<file path="config.mk">
export PLATFORM = sky130hd
export DESIGN_NAME = load_store_unit
export DESIGN_NICKNAME = d
export VERILOG_FILES = /design/src/rtl/load_store_unit.sv
export SDC_FILE = /design/constraint.sdc
export NUM_CORES = 1
export LEC_CHECK = 0
export ABC_CLOCK_PERIOD_IN_PS = 2800
export BUFFER_PORTS_ARGS = -buffer_cell sky130_fd_sc_hd__buf_2
export CORE_UTILIZATION = 50
export CTS_BUF_LIST = sky130_fd_sc_hd__clkbuf_16
export DETAILED_ROUTE_END_ITERATION = 10
export MAX_ROUTING_LAYER = met4
export PLACE_DENSITY = 0.8
export SLEW_MARGIN = 0
export SYNTH_ARGS = -nofsm -noshare
export SYNTH_HDL_FRONTEND = slang
export SYNTH_SLANG_ARGS = --single-unit
</file>
<file path="constraint.sdc">
create_clock -name clk -period 2.8 [get_ports clk]
set_input_delay 0.42 -clock clk [delete_from_list [all_inputs] [get_ports clk]]
set_output_delay 0.42 -clock clk [all_outputs]
set_load 0.02 [all_outputs]
</file>
<file path="src/rtl/load_store_unit.sv">
// rtl/load_store_unit.sv - RV32I load/store unit: one outstanding bus access, lane steering, bus timeout
module load_store_unit #(
   parameter int TIMEOUT = 255
) (
   input  logic        clk,
   input  logic        reset,
   input  logic        MemRead,
   input  logic        MemWrite,
   input  logic [2:0]  Funct3,
   input  logic [31:0] ALUResult,
   input  logic [31:0] WriteData,
   output logic [31:0] ReadData,
   output logic        Stall,
   output logic        Fault,
   output logic        mem_req,
   output logic        mem_we,
   output logic [31:0] mem_addr,
   output logic [3:0]  mem_be,
   output logic [31:0] mem_wdata,
   input  logic        mem_ready,
   input  logic [31:0] mem_rdata
);
   localparam int CLOG = $clog2(TIMEOUT + 1);
   localparam int CW = (CLOG > 8) ? CLOG : 8;
   localparam logic [CW-1:0] LIMIT = CW'(TIMEOUT);

   typedef enum logic [1:0] {IDLE, BUSY, DONE} state_t;
   state_t state_q, state_d;

   logic [CW-1:0] cnt_q;
   logic [CW-1:0] cnt_inc;
   logic          flt_q;
   logic [31:0]   data_q;
   logic          we_q;
   logic [2:0]    type_q;
   logic [1:0]    ofs_q;
   logic [31:0]   addr_q;
   logic [31:0]   wdata_q;
   logic [3:0]    be_q;

   logic          access;
   logic          legal;
   logic          aligned;
   logic          accept;
   logic [3:0]    be_d;
   logic [31:0]   wdata_d;
   logic [7:0]    lane_b;
   logic [15:0]   lane_h;
   logic [31:0]   load_val;

   always_comb begin
      access = MemRead | MemWrite;
      legal  = 1'b0;
      if (MemRead && !MemWrite)
         legal = (Funct3 inside {3'b000, 3'b001, 3'b010, 3'b100, 3'b101});
      else if (MemWrite && !MemRead)
         legal = (Funct3 inside {3'b000, 3'b001, 3'b010});
      case (Funct3[1:0])
         2'b01:   aligned = ~ALUResult[0];
         2'b10:   aligned = (ALUResult[1:0] == 2'b00);
         default: aligned = 1'b1;
      endcase
      accept = access & legal & aligned;
   end

   // Store data is replicated on every lane so the bus can pick any byte enable pattern.
   always_comb begin
      be_d    = 4'b1111;
      wdata_d = 32'h0;
      if (MemWrite) begin
         case (Funct3[1:0])
            2'b00: begin
               be_d    = 4'b0001 << ALUResult[1:0];
               wdata_d = {4{WriteData[7:0]}};
            end
            2'b01: begin
               be_d    = ALUResult[1] ? 4'b1100 : 4'b0011;
               wdata_d = {2{WriteData[15:0]}};
            end
            default: begin
               be_d    = 4'b1111;
               wdata_d = WriteData;
            end
         endcase
      end
   end

   always_comb begin
      case (ofs_q)
         2'b00:   lane_b = mem_rdata[7:0];
         2'b01:   lane_b = mem_rdata[15:8];
         2'b10:   lane_b = mem_rdata[23:16];
         default: lane_b = mem_rdata[31:24];
      endcase
      lane_h = ofs_q[1] ? mem_rdata[31:16] : mem_rdata[15:0];
      case (type_q)
         3'b000:  load_val = {{24{lane_b[7]}}, lane_b};
         3'b001:  load_val = {{16{lane_h[15]}}, lane_h};
         3'b100:  load_val = {24'h0, lane_b};
         3'b101:  load_val = {16'h0, lane_h};
         default: load_val = mem_rdata;
      endcase
   end

   assign cnt_inc = cnt_q + CW'(1);

   // The IDLE outputs are combinational from the core, so they are gated by reset as well.
   always_comb begin
      state_d  = state_q;
      Stall    = 1'b0;
      Fault    = 1'b0;
      ReadData = 32'h0;
      mem_req  = 1'b0;
      case (state_q)
         IDLE: begin
            if (reset && access) begin
               if (accept) begin
                  Stall   = 1'b1;
                  state_d = BUSY;
               end else begin
                  Fault = 1'b1;
               end
            end
         end
         BUSY: begin
            mem_req = 1'b1;
            Stall   = 1'b1;
            if (mem_ready || cnt_inc == LIMIT)
               state_d = DONE;
         end
         DONE: begin
            ReadData = data_q;
            Fault    = flt_q;
            state_d  = IDLE;
         end
         default: state_d = IDLE;
      endcase
   end

   assign mem_we    = we_q & mem_req;
   assign mem_addr  = addr_q;
   assign mem_be    = be_q;
   assign mem_wdata = wdata_q;

   always_ff @(posedge clk or negedge reset) begin
      if (!reset) begin
         state_q <= IDLE;
         cnt_q   <= '0;
         flt_q   <= 1'b0;
         data_q  <= 32'h0;
         we_q    <= 1'b0;
         type_q  <= 3'b000;
         ofs_q   <= 2'b00;
         addr_q  <= 32'h0;
         wdata_q <= 32'h0;
         be_q    <= 4'b0000;
      end else begin
         state_q <= state_d;
         case (state_q)
            IDLE: begin
               if (accept) begin
                  addr_q  <= {ALUResult[31:2], 2'b00};
                  be_q    <= be_d;
                  wdata_q <= wdata_d;
                  we_q    <= MemWrite;
                  type_q  <= Funct3;
                  ofs_q   <= ALUResult[1:0];
                  cnt_q   <= '0;
                  flt_q   <= 1'b0;
                  data_q  <= 32'h0;
               end
            end
            BUSY: begin
               if (mem_ready) begin
                  data_q <= we_q ? 32'h0 : load_val;
                  cnt_q  <= '0;
                  flt_q  <= 1'b0;
               end else if (cnt_inc == LIMIT) begin
                  data_q <= 32'h0;
                  cnt_q  <= '0;
                  flt_q  <= 1'b1;
               end else begin
                  cnt_q <= cnt_inc;
               end
            end
            default: ;
         endcase
      end
   end
endmodule

</file>
==> results of run 1 <==
worst reg2reg max path: cells and delay by family (launching register included):
family | cells | cell delay, ns
and+or+nand+nor | 2 | 0.64
DFF | 1 | 0.46
AOI/OAI and AO/OA | 4 | 1.13
adders and majority gates | 1 | 0.27
cell usage in the layout, fill, tap and decap left out, drive strengths merged, types with 5 or more instances in the layout:
| cell | count |
|---|---|
| mux2 | 8 |
| buf | 221 |
| clkinv | 8 |
| a21oi | 15 |
| a221oi | 8 |
| inv | 30 |
| o21ai | 53 |
| clkbuf | 17 |
| a22o | 8 |
| a31oi | 7 |
| nor2 | 15 |
| a22oi | 8 |
| ha | 5 |
| dfrtp | 115 |
| nand3 | 12 |
| o21bai | 5 |
| a21o | 10 |
| a221o | 16 |
| nor2b | 5 |
| and2 | 36 |
| bufinv | 5 |
| nand2 | 217 |
| o221ai | 7 |
state kept, by name (all words and copies together) (netlist names):
register and count:
cnt_q 8, data_q 32, we_q 1, state_q 2
mem_addr 30, flt_q 1, type_q 3, ofs_q 2
mem_wdata 32, mem_be 4
area by class of cell:
| class | count | area (sq um) | share of cell area |
|---|---|---|---|
| Multi-Input combinational cell | 475 | 2584 | 0.3427 |
| Clock buffer | 17 | 425.4 | 0.05643 |
| Tap cell | 140 | 175.2 | 0.02324 |
| Timing Repair Buffer | 222 | 1171 | 0.1554 |
| Sequential cell | 115 | 2878 | 0.3817 |
| Clock inverter | 14 | 192.7 | 0.02556 |
| Inverter | 30 | 112.6 | 0.01494 |
per-layer routing:
layer / global-route usage / routed length (um) / vias to the layer above
li1: - / - / 2635
met1: 0.3372 / 6475 / 2574
met2: 0.4551 / 7709 / 228
met3: 0.07410 / 1166 / 28
met4: 0.1105 / 322 / 0
met5: - / 0 / -
metrics by stage:
step,area (sq um),hold WS [ns],utilization,worst slack (ns),total power (uW)
2_1_floorplan,5773,0.1244,-,0.1875,3611
3_3_place_gp,6910,0.2423,0.6265,0.2571,4256
3_5_place_dp,6910,0.2421,0.6265,0.1375,4327
4_1_cts,7538,0.1805,0.6834,0.1773,6649
5_1_grt,7538,0.1985,0.6834,0.02171,6959
6_report,7538,0.1937,0.6834,0.1658,6604
repair_timing:
| item | CTS | global route |
|---|---|---|
| hold endpoints to repair | 5 | 0 |
| gates resized for setup | 0 | 0 |
| hold buffers | 1 | 0 |
synthesized netlist by cell type, types with 2 or more instances:
master	n	area share
nor2_1	15	0.0098
a21oi_1	15	0.013
or2_2	2	0.0022
nor2b_1	5	0.0054
inv_1	30	0.020
or3_1	3	0.0033
a22oi_1	8	0.010
o21ba_2	2	0.0035
dfrtp_1	115	0.50
mux2_2	8	0.016
and3_1	2	0.0022
buf_1	5	0.0033
a22o_1	8	0.012
a211o_1	2	0.0030
nand2b_1	4	0.0043
buf_4	2	0.0026
a21o_1	10	0.013
a221oi_1	8	0.012
nand3_1	12	0.010
nand2_1	217	0.14
a31oi_1	7	0.0076
clkbuf_1	34	0.022
and2_1	36	0.039
o21ai_0	53	0.046
ha_1	5	0.011
a221o_1	16	0.028
buf_2	6	0.0052
nor3_1	3	0.0026
o221ai_1	7	0.011
o21bai_1	4	0.0052
o2bb2ai_1	2	0.0030
power by group through the flow:
stage | logic, uW | clock network, uW | registers [uW]
6_report | 1820 | 2290 | 2490
3_5_place_dp | 1830 | 0 | 2500
3_3_place_gp | 1780 | 0 | 2480
5_1_grt | 2020 | 2390 | 2550
2_1_floorplan | 814 | 0 | 2800
4_1_cts | 1840 | 2320 | 2490
path summary, 6_finish.rpt:
check                              start            to  slack (ns)  depth (start not counted)
max                             cnt_q[0]    data_q[17]        0.17                          7
min                        ALUResult[27]  mem_addr[27]        0.19                          3
max reg2reg                     cnt_q[0]    data_q[17]        0.17                          7
min reg2reg                 mem_addr[27]  mem_addr[27]        0.47                          2
max in group asynchronous          reset          we_q        1.53                          3
min in group asynchronous          reset     data_q[5]        0.37                          2
logic make-up after synthesis:
family / after synthesis / synth area share
and+or+nand+nor: 305 / 0.2288
AOI/OAI and AO/OA: 152 / 0.1859
DFF: 115 / 0.4988
buffers and inverters: 78 / 0.05465
muxes: 9 / 0.01735
adders and majority gates: 5 / 0.01084
xor gates and xnor gates: 2 / 0.003037
other: 1 / 0.0006500
==> metrics.cfg, run 1 <==
[setup_path]
arrival_ns = 2.92
path_cells = ha_1, nand3_1, or3b_2, a32oi_2, a41o_2, o21bai_4, a221o_1
cp.buffers_inverters = 0
cpMaxStageDelayCell = or3b_2
required_ns = 3.09
cp-start-kind = flop
crit_path_end_kind = flop
cp_max_fo = 25
crit_family = compound AO/OA/AOI/OAI gates
slowest_delay_ns = 0.50
critPathKind = flop to flop

[floorplan]
initial_core_util = 0.5230
die_x_um = 109.4
die_h_um = 109.4
core.rowCount = 38
die_area_sq_mm = 0.01197
core_sq_mm = 0.01103
io_pins = 208

[clock_tree]
numCtsBuffers = 17
htree_levels = 4
clkTransAtPathRegs_ns = 0.05
root_buffer = clkbuf_16
clockBufferDepth = 2
cts_setup_buffers = 0
clock_latency_ns = 0.41
cts_tree = done
cts_num_sinks = 115

[sta]
rsz0062_at_grt = no
hold_violations = 0
max-slew-margin-rel = 0.5208
fmax_mhz = 379.6
tns_ns = 0
finalSetupViolCount = 0
period_needed_ns = 2.634
tightest_slew_ns = 0.7187
fin_skew_ns = 0.01152
slew_violations = 0
min_period_over_period = 0.9408

[global_route]
grt_pass1_vias = 5278
grt_usage = 0.2816
grt_pass1_wl_um = 24940
antenna_found_initial = 0
overflow = 0
grt_max_degree = 74

[routing]
dr.first_iter.drc_count = 258
drt_pass1_iterations = 4
wire_per_inst_um = 15.47
antenna_left = 0
via_per_inst = 5.395
drcViolationCount = 0
dr_total_vias = 5465
drt-total-wl_um = 15670

[layout]
fin_cells = 1013
layout-drive-gt1-share = 0.3047
finalNetCount = 970
syn_to_final_growth_pct = 30.67
fill_cells = 929
diodes = 0

[yosys]
avgSynthCellArea_sq_um = 8.650
async_flop_share = 1.000
synth-seq-cells = 115
ys_seq_area_frac = 0.4988
ys.flop_type = dfrtp_1
synth_edf_count = 0
postSynthCellCount = 667
synth_cell_types = 52
synth_area_sq_mm = 0.005769
yosysWarnings = 0

[pwr]
internal-power_uw = 4385
pwr-share-seq = 0.377
pwr-share-comb = 0.276
switchingPower_uw = 2219
vdd_drop_max_mv = 0.5002
powerDensity_mw_per_mm2 = 876.1
switching_share = 0.3360
p_leak_uw = 0.004173
clkPwrFrac = 0.347

[placement]
place_inst = 981
place_congestion = 0.9019
hpwlAfterDp_um = 11360
portBuffers = 205

[run_status]
status = completed

[run]
max_cap_viol_count = 0

[worst_hold_path]
hold_path_class = input port to flop

No activity file was read; power rests on OpenSTA's default activity.
==> inputs of run 2 (changes only) <==
--- a/config.mk
+++ b/config.mk
@@ -5,7 +5,8 @@
 export SDC_FILE = /design/constraint.sdc
 export NUM_CORES = 1
 export LEC_CHECK = 0
-export ABC_CLOCK_PERIOD_IN_PS = 2800
+export ABC_AREA = 1
+export ABC_CLOCK_PERIOD_IN_PS = 2630
 export BUFFER_PORTS_ARGS = -buffer_cell sky130_fd_sc_hd__buf_2
 export CORE_UTILIZATION = 50
 export CTS_BUF_LIST = sky130_fd_sc_hd__clkbuf_16
==> constraint.sdc (replaced) <==
create_clock -name clk -period 2.63 [get_ports clk]
set_input_delay 0.3945 -clock clk [delete_from_list [all_inputs] [get_ports clk]]
set_output_delay 0.3945 -clock clk [all_outputs]
set_load 0.02 [all_outputs]
==> run 2 against run 1 <==
Core utilization fell by 2.3 points. Final cell count rose by 12%. Synthesized cell count rose by 17%. Register-to-register slack improved by 0.47 ns. Wire length rose by 1.7%. Design area barely moved. First-iteration DRC count rose by 36%. Area after synthesis rose by 1.9%. Critical endpoint is now Fault.
==> metrics.cfg, run 2 <==
[run_status]
status = completed

[floorplan]
die_x_um = 110.5
core_sq_mm = 0.01142
initial_core_util = 0.5150
io_pins = 208
core.rowCount = 39
die_h_um = 110.5
die_area_sq_mm = 0.01220

[setup_path]
r2r_end = data_q[23]
critPathKind = input port to output pin
cp-start-kind = input port
cp_max_fo = 6
crit_family = simple AND/OR/NAND/NOR gates
cp.buffers_inverters = 3
crit_path_end_kind = output pin
r2r_start = cnt_q[1]
crit_path_frequent_cell = nand2_1
arrival_ns = 1.70
required_ns = 2.24
slowest_delay_ns = 0.28
cpMaxStageDelayCell = ha_1
path_cells = buf_2, inv_1, ha_1, nor2_4, nand2_2, nand2_1, nor2_2, nand2_1, nand3_1, nand2_1, buf_2
r2r_setup_slack_ns = 0.64
worstRegToRegCells = 12

[sta]
tightest_slew_ns = 0.7440
slew_violations = 0
period_needed_ns = 2.095
hold_violations = 0
fin_skew_ns = 0.008447
finalSetupViolCount = 0
rsz0062_at_grt = no
fmax_mhz = 477.3
min_period_over_period = 0.7966
tns_ns = 0
fin_hold_ws_ns = 0.1115
max-slew-margin-rel = 0.5025
finalWorstSetupSlack_ns = 0.5350

[placement]
place_congestion = 0.8970
place_area_sq_mm = 0.006977
place_inst = 1102
portBuffers = 205
hpwlAfterDp_um = 11320
place_ws_ns = 0.2851

[layout]
fin_cells = 1134
syn_to_final_growth_pct = 28.28
stdcell_area_sq_mm = 0.007543
final_common_cell = nand2_1
finalNetCount = 1087
layout_common_cells = nand2_1 (285), buf_2 (204), dfrtp_1 (115)
diodes = 0
layout-drive-gt1-share = 0.2795

[global_route]
grtUsageMet2 = 0.4224
antenna_found_initial = 0
top_usage_layer = met2
grt_usage = 0.2797
grt_max_degree = 116
grt_pass1_vias = 5612
use_met1 = 0.3641
gr-usage-met3 = 0.06696
overflow = 0
grt_pass1_wl_um = 26390

[yosys]
yosysMostFrequentCell = nand2_1
synth_edf_count = 0
synth_area_sq_mm = 0.005881
synth_top_area_cell = dfrtp_1
ys_seq_area_frac = 0.4894
ys.flop_type = dfrtp_1
synth_area_leaders = dfrtp_1 (49%), nand2_1 (18%), inv_1 (5.5%)
synthTopCellsByCount = nand2_1 (285), dfrtp_1 (115), inv_1 (86)
synth_cell_types = 30
avgSynthCellArea_sq_um = 7.530
yosysWarnings = 0
synth_top_area_frac = 0.4894
async_flop_share = 1.000
postSynthCellCount = 781
synth-seq-cells = 115

[clock_tree]
htree_levels = 4
clkTransAtPathRegs_ns = 0.05
post_cts_resized = 0
cts_tree = done
cts_setup_buffers = 0
hold_buffers = 0
clock_latency_ns = 0.41
numCtsBuffers = 17
clockBufferDepth = 2
root_buffer = clkbuf_16
cts_num_sinks = 115

[routing]
drcViolationCount = 0
via_per_inst = 5.114
dr.first_iter.drc_count = 352
wire_per_inst_um = 14.06
antenna_left = 0
drt-total-wl_um = 15950
drt_pass1_iterations = 5
dr_total_vias = 5799

[worst_hold_path]
hold_path_class = input port to async pin

[run]
max_cap_viol_count = 0

[pwr]
powerDensity_mw_per_mm2 = 878.9
vdd_drop_max_mv = 0.5250
p_leak_uw = 0.004201

[run 2: cell count changes in the layout (fill, tap and decap cells not counted), sizes merged, moves of 10 or more]
cell    change
nor2       +50
a21oi      +14
nand3      +19
o211ai     +16
nand2      +82
o21ai      +22
inv        +63
a21o       -10
a221o      -16
and2       -36
[run 2: cells by family (layout without fill, tap and decap cells)]
kind of cell / count (synthesis) / after routing / synth area share
buffers and inverters: 131 / 340 / 0.09659
AND/OR/NAND/NOR: 399 / 399 / 0.2783
flip-flops: 115 / 115 / 0.4894
adder cells (fa/ha/maj): 5 / 5 / 0.01064
other: 1 / 2 / 0.0006377
AO/OA/AOI/OAI: 130 / 130 / 0.1245
[run 2: final cells by class]
cell class	instances	area [sq um]
fillers	1023	3875
well taps	143	178.9
multi-input cells	536	2439
inverters	92	345.3
repair buffers	216	1136
flip-flops and latches	115	2878
clock inverters	15	141.4
clock buffers	17	425.4
[run 2: power breakdown]
group	total [uW]	switching (uW)	internal [uW]
logic	1880	1250	637
registers	2550	325	2220
clock network	2200	822	1380
total	6630	2390	4240
[run 2: stage by stage]
stage               total power (uW)  utilization
floorplan                       3775            -
global placement                4385       0.6110
detailed placement              4435       0.6110
CTS                             6660       0.6606
global route                    7016       0.6606
finish                          6630       0.6606
[run 2: how the worst max path moves through the flow]
| stage | slack (ns) | to | cells after the start | from |
|---|---|---|---|---|
| after global placement | 0.41 | data_q[0] | 12 | Funct3[1] |
| after floorplan | 0.51 | data_q[3] | 16 | Funct3[1] |
| after CTS | 0.55 | Fault | 11 | Funct3[1] |
| final | 0.53 | Fault | 11 | Funct3[1] |
| after global routing | 0.39 | data_q[23] | 12 | cnt_q[1] |
| after detailed placement | 0.29 | data_q[16] | 12 | Funct3[1] |
[run 2: per-layer routing]
metal,share of wire,up-vias
met2,0.47,287
met3,0.080,39
met1,0.43,2640
met4,0.025,0
li1,-,2833
met5,0,-
==> inputs of run 3 (changes only) <==
--- a/config.mk
+++ b/config.mk
@@ -5,8 +5,8 @@
 export SDC_FILE = /design/constraint.sdc
 export NUM_CORES = 1
 export LEC_CHECK = 0
-export ABC_AREA = 1
-export ABC_CLOCK_PERIOD_IN_PS = 2630
+export ABC_AREA = 0
+export ABC_CLOCK_PERIOD_IN_PS = 2100
 export BUFFER_PORTS_ARGS = -buffer_cell sky130_fd_sc_hd__buf_2
 export CORE_UTILIZATION = 50
 export CTS_BUF_LIST = sky130_fd_sc_hd__clkbuf_16
==> constraint.sdc (replaced) <==
create_clock -name clk -period 2.1 [get_ports clk]
set_input_delay 0.315 -clock clk [delete_from_list [all_inputs] [get_ports clk]]
set_output_delay 0.315 -clock clk [all_outputs]
set_load 0.02 [all_outputs]
==> run 3 against run 2 <==
The run now ends with negative hold slack, negative setup slack left. First-iteration DRC count is 9.7% lower. Sequential power up 30%. Count of clock-buffer cells in the layout unchanged.
==> metrics.cfg, run 3 (synthesis results as in run 1) <==
[routing]
dr.first_iter.drc_count = 318
drcViolationCount = 0
wire_per_inst_um = 16.40
drt-total-wl_um = 17130
drt_pass1_iterations = 5
antenna_left = 0
via_per_inst = 5.507
dr_total_vias = 5755

[setup_path]
required_ns = 2.38
slowest_delay_ns = 0.45
r2r_setup_slack_ns = -0.17
arrival_ns = 2.55
path_cells = ha_4, buf_4, a21oi_1, o21bai_1, a32oi_2, a41o_4, o21bai_4, a221o_1
r2r_start = cnt_q[1]
r2r_end = data_q[28]
cpMaxStageDelayCell = dfrtp_2
cp_max_fo = 8
crit_family = compound AO/OA/AOI/OAI gates
cp-start-kind = flop
critPathKind = flop to flop
crit_path_end_kind = flop
worstRegToRegCells = 8
cp.buffers_inverters = 1

[sta]
fin_hold_ws_ns = -0.01676
fmax_mhz = 440.6
slew_violations = 0
rsz0062_at_grt = yes
hold_violations = 7
period_needed_ns = 2.270
fin_skew_ns = 0.005712
finalWorstSetupSlack_ns = -0.1695
finalSetupViolCount = 41
tightest_slew_ns = 0.6430
min_period_over_period = 1.081
max-slew-margin-rel = 0.5713

[layout]
utilization = 0.7291
diodes = 0
layout-drive-gt1-share = 0.3624
syn_to_final_growth_pct = 39.41
fill_cells = 813
seq_area_sq_mm = 0.002880
final_common_cell = nand2_1
fin_cells = 1045
multi_input_area_sq_mm = 0.002770
stdcell_area_sq_mm = 0.008043
finalNetCount = 1001
layout_common_cells = nand2_1 (215), buf_2 (201), dfrtp_1 (113)

[global_route]
grt_max_degree = 116
grt_usage = 0.2975
gr-usage-met3 = 0.07232
grt_pass1_vias = 5543
grt_pass1_wl_um = 26170
use_met1 = 0.3424
grtUsageMet2 = 0.4951
overflow = 0
antenna_found_initial = 0
top_usage_layer = met2

[pwr]
p_leak_uw = 0.004380
p_total_uw = 8952
pwr-share-comb = 0.293
powerDensity_mw_per_mm2 = 1113
switchingPower_uw = 3073
clkPwrFrac = 0.336
vdd_drop_max_mv = 0.7514
switching_share = 0.3433
internal-power_uw = 5879
pwr-share-seq = 0.371

[floorplan]
io_pins = 208
die_area_sq_mm = 0.01197
initial_core_util = 0.5230
core.rowCount = 38
core_sq_mm = 0.01103
die_h_um = 109.4
die_x_um = 109.4

[placement]
place_inst = 1003
place_congestion = 0.8739
portBuffers = 205
hpwlAfterDp_um = 11700
place_area_sq_mm = 0.007151

[clock_tree]
clkTransAtPathRegs_ns = 0.05
cts_num_sinks = 115
root_buffer = clkbuf_16
cts_tree = done
clock_latency_ns = 0.41
htree_levels = 4
numCtsBuffers = 17
clockBufferDepth = 2

[worst_hold_path]
hold_path_class = input port to async pin

[run]
max_cap_viol_count = 0

[run_status]
failed_checks = negative hold slack, negative setup slack
status = complete, but fails checks

run 3: cell types whose count changed in the layout (fill, tap and decap cells not counted), sizes merged, moves of 10 or more:
cell / delta
nor2: -50
and2: +36
nand3: -19
buf: +36
inv: -61
o21ai: -22
a221o: +16
a21oi: -14
nand2: -82
a21o: +10
o211ai: -16
run 3: layout make-up:
cell class,count,share of cell area
multi-input combinational,476,0.3444
inverter,30,0.01462
timing repair buffer,252,0.1842
clock buffer,17,0.05289
sequential,115,0.3581
tap,140,0.02178
clock inverter,15,0.02396
run 3: repair_timing:
item,4_1_cts,5_1_grt
gates resized for setup,39,17
gates cloned,2,0
endpoints found under the setup margin,42,53
setup buffers,4,4
pin swaps,11,9
hold buffers,0,0
endpoints found under the hold margin,0,0
run 3: worst max path at each step:
stage                  start          to  cells past startpoint
floorplan           cnt_q[0]  data_q[20]                      8
global placement    cnt_q[0]  data_q[19]                      6
detailed placement  cnt_q[0]  data_q[19]                      6
CTS                 cnt_q[0]  data_q[27]                      6
global route        cnt_q[1]    cnt_q[3]                     10
finish              cnt_q[1]  data_q[28]                      8
run 3: power groups by stage:
| stage | Combinational, uW | Clock, uW | Sequential (uW) |
|---|---|---|---|
| finish | 2620 | 3010 | 3320 |
| detailed placement | 2490 | 0 | 3330 |
| CTS | 2580 | 3030 | 3320 |
| global route | 2860 | 3140 | 3400 |
| global placement | 2420 | 0 | 3300 |
| floorplan | 1100 | 0 | 3730 |
run 3: stage by stage:
step	setup TNS, ns	hold WS [ns]	worst slack [ns]
after floorplan	-2.257	0.01941	-0.1507
after global placement	-2.039	0.4497	-0.1108
after detailed placement	-4.349	0.4547	-0.1755
after CTS	-3.725	0.06328	-0.1320
after global routing	-6.092	0.07475	-0.1966
final	-5.323	-0.01676	-0.1695
run 3: per-layer routing:
metal | vias up | wire length (um)
li1 | 2699 | -
met1 | 2716 | 6817
met2 | 286 | 8519
met3 | 54 | 1260
met4 | 0 | 537
met5 | - | 0
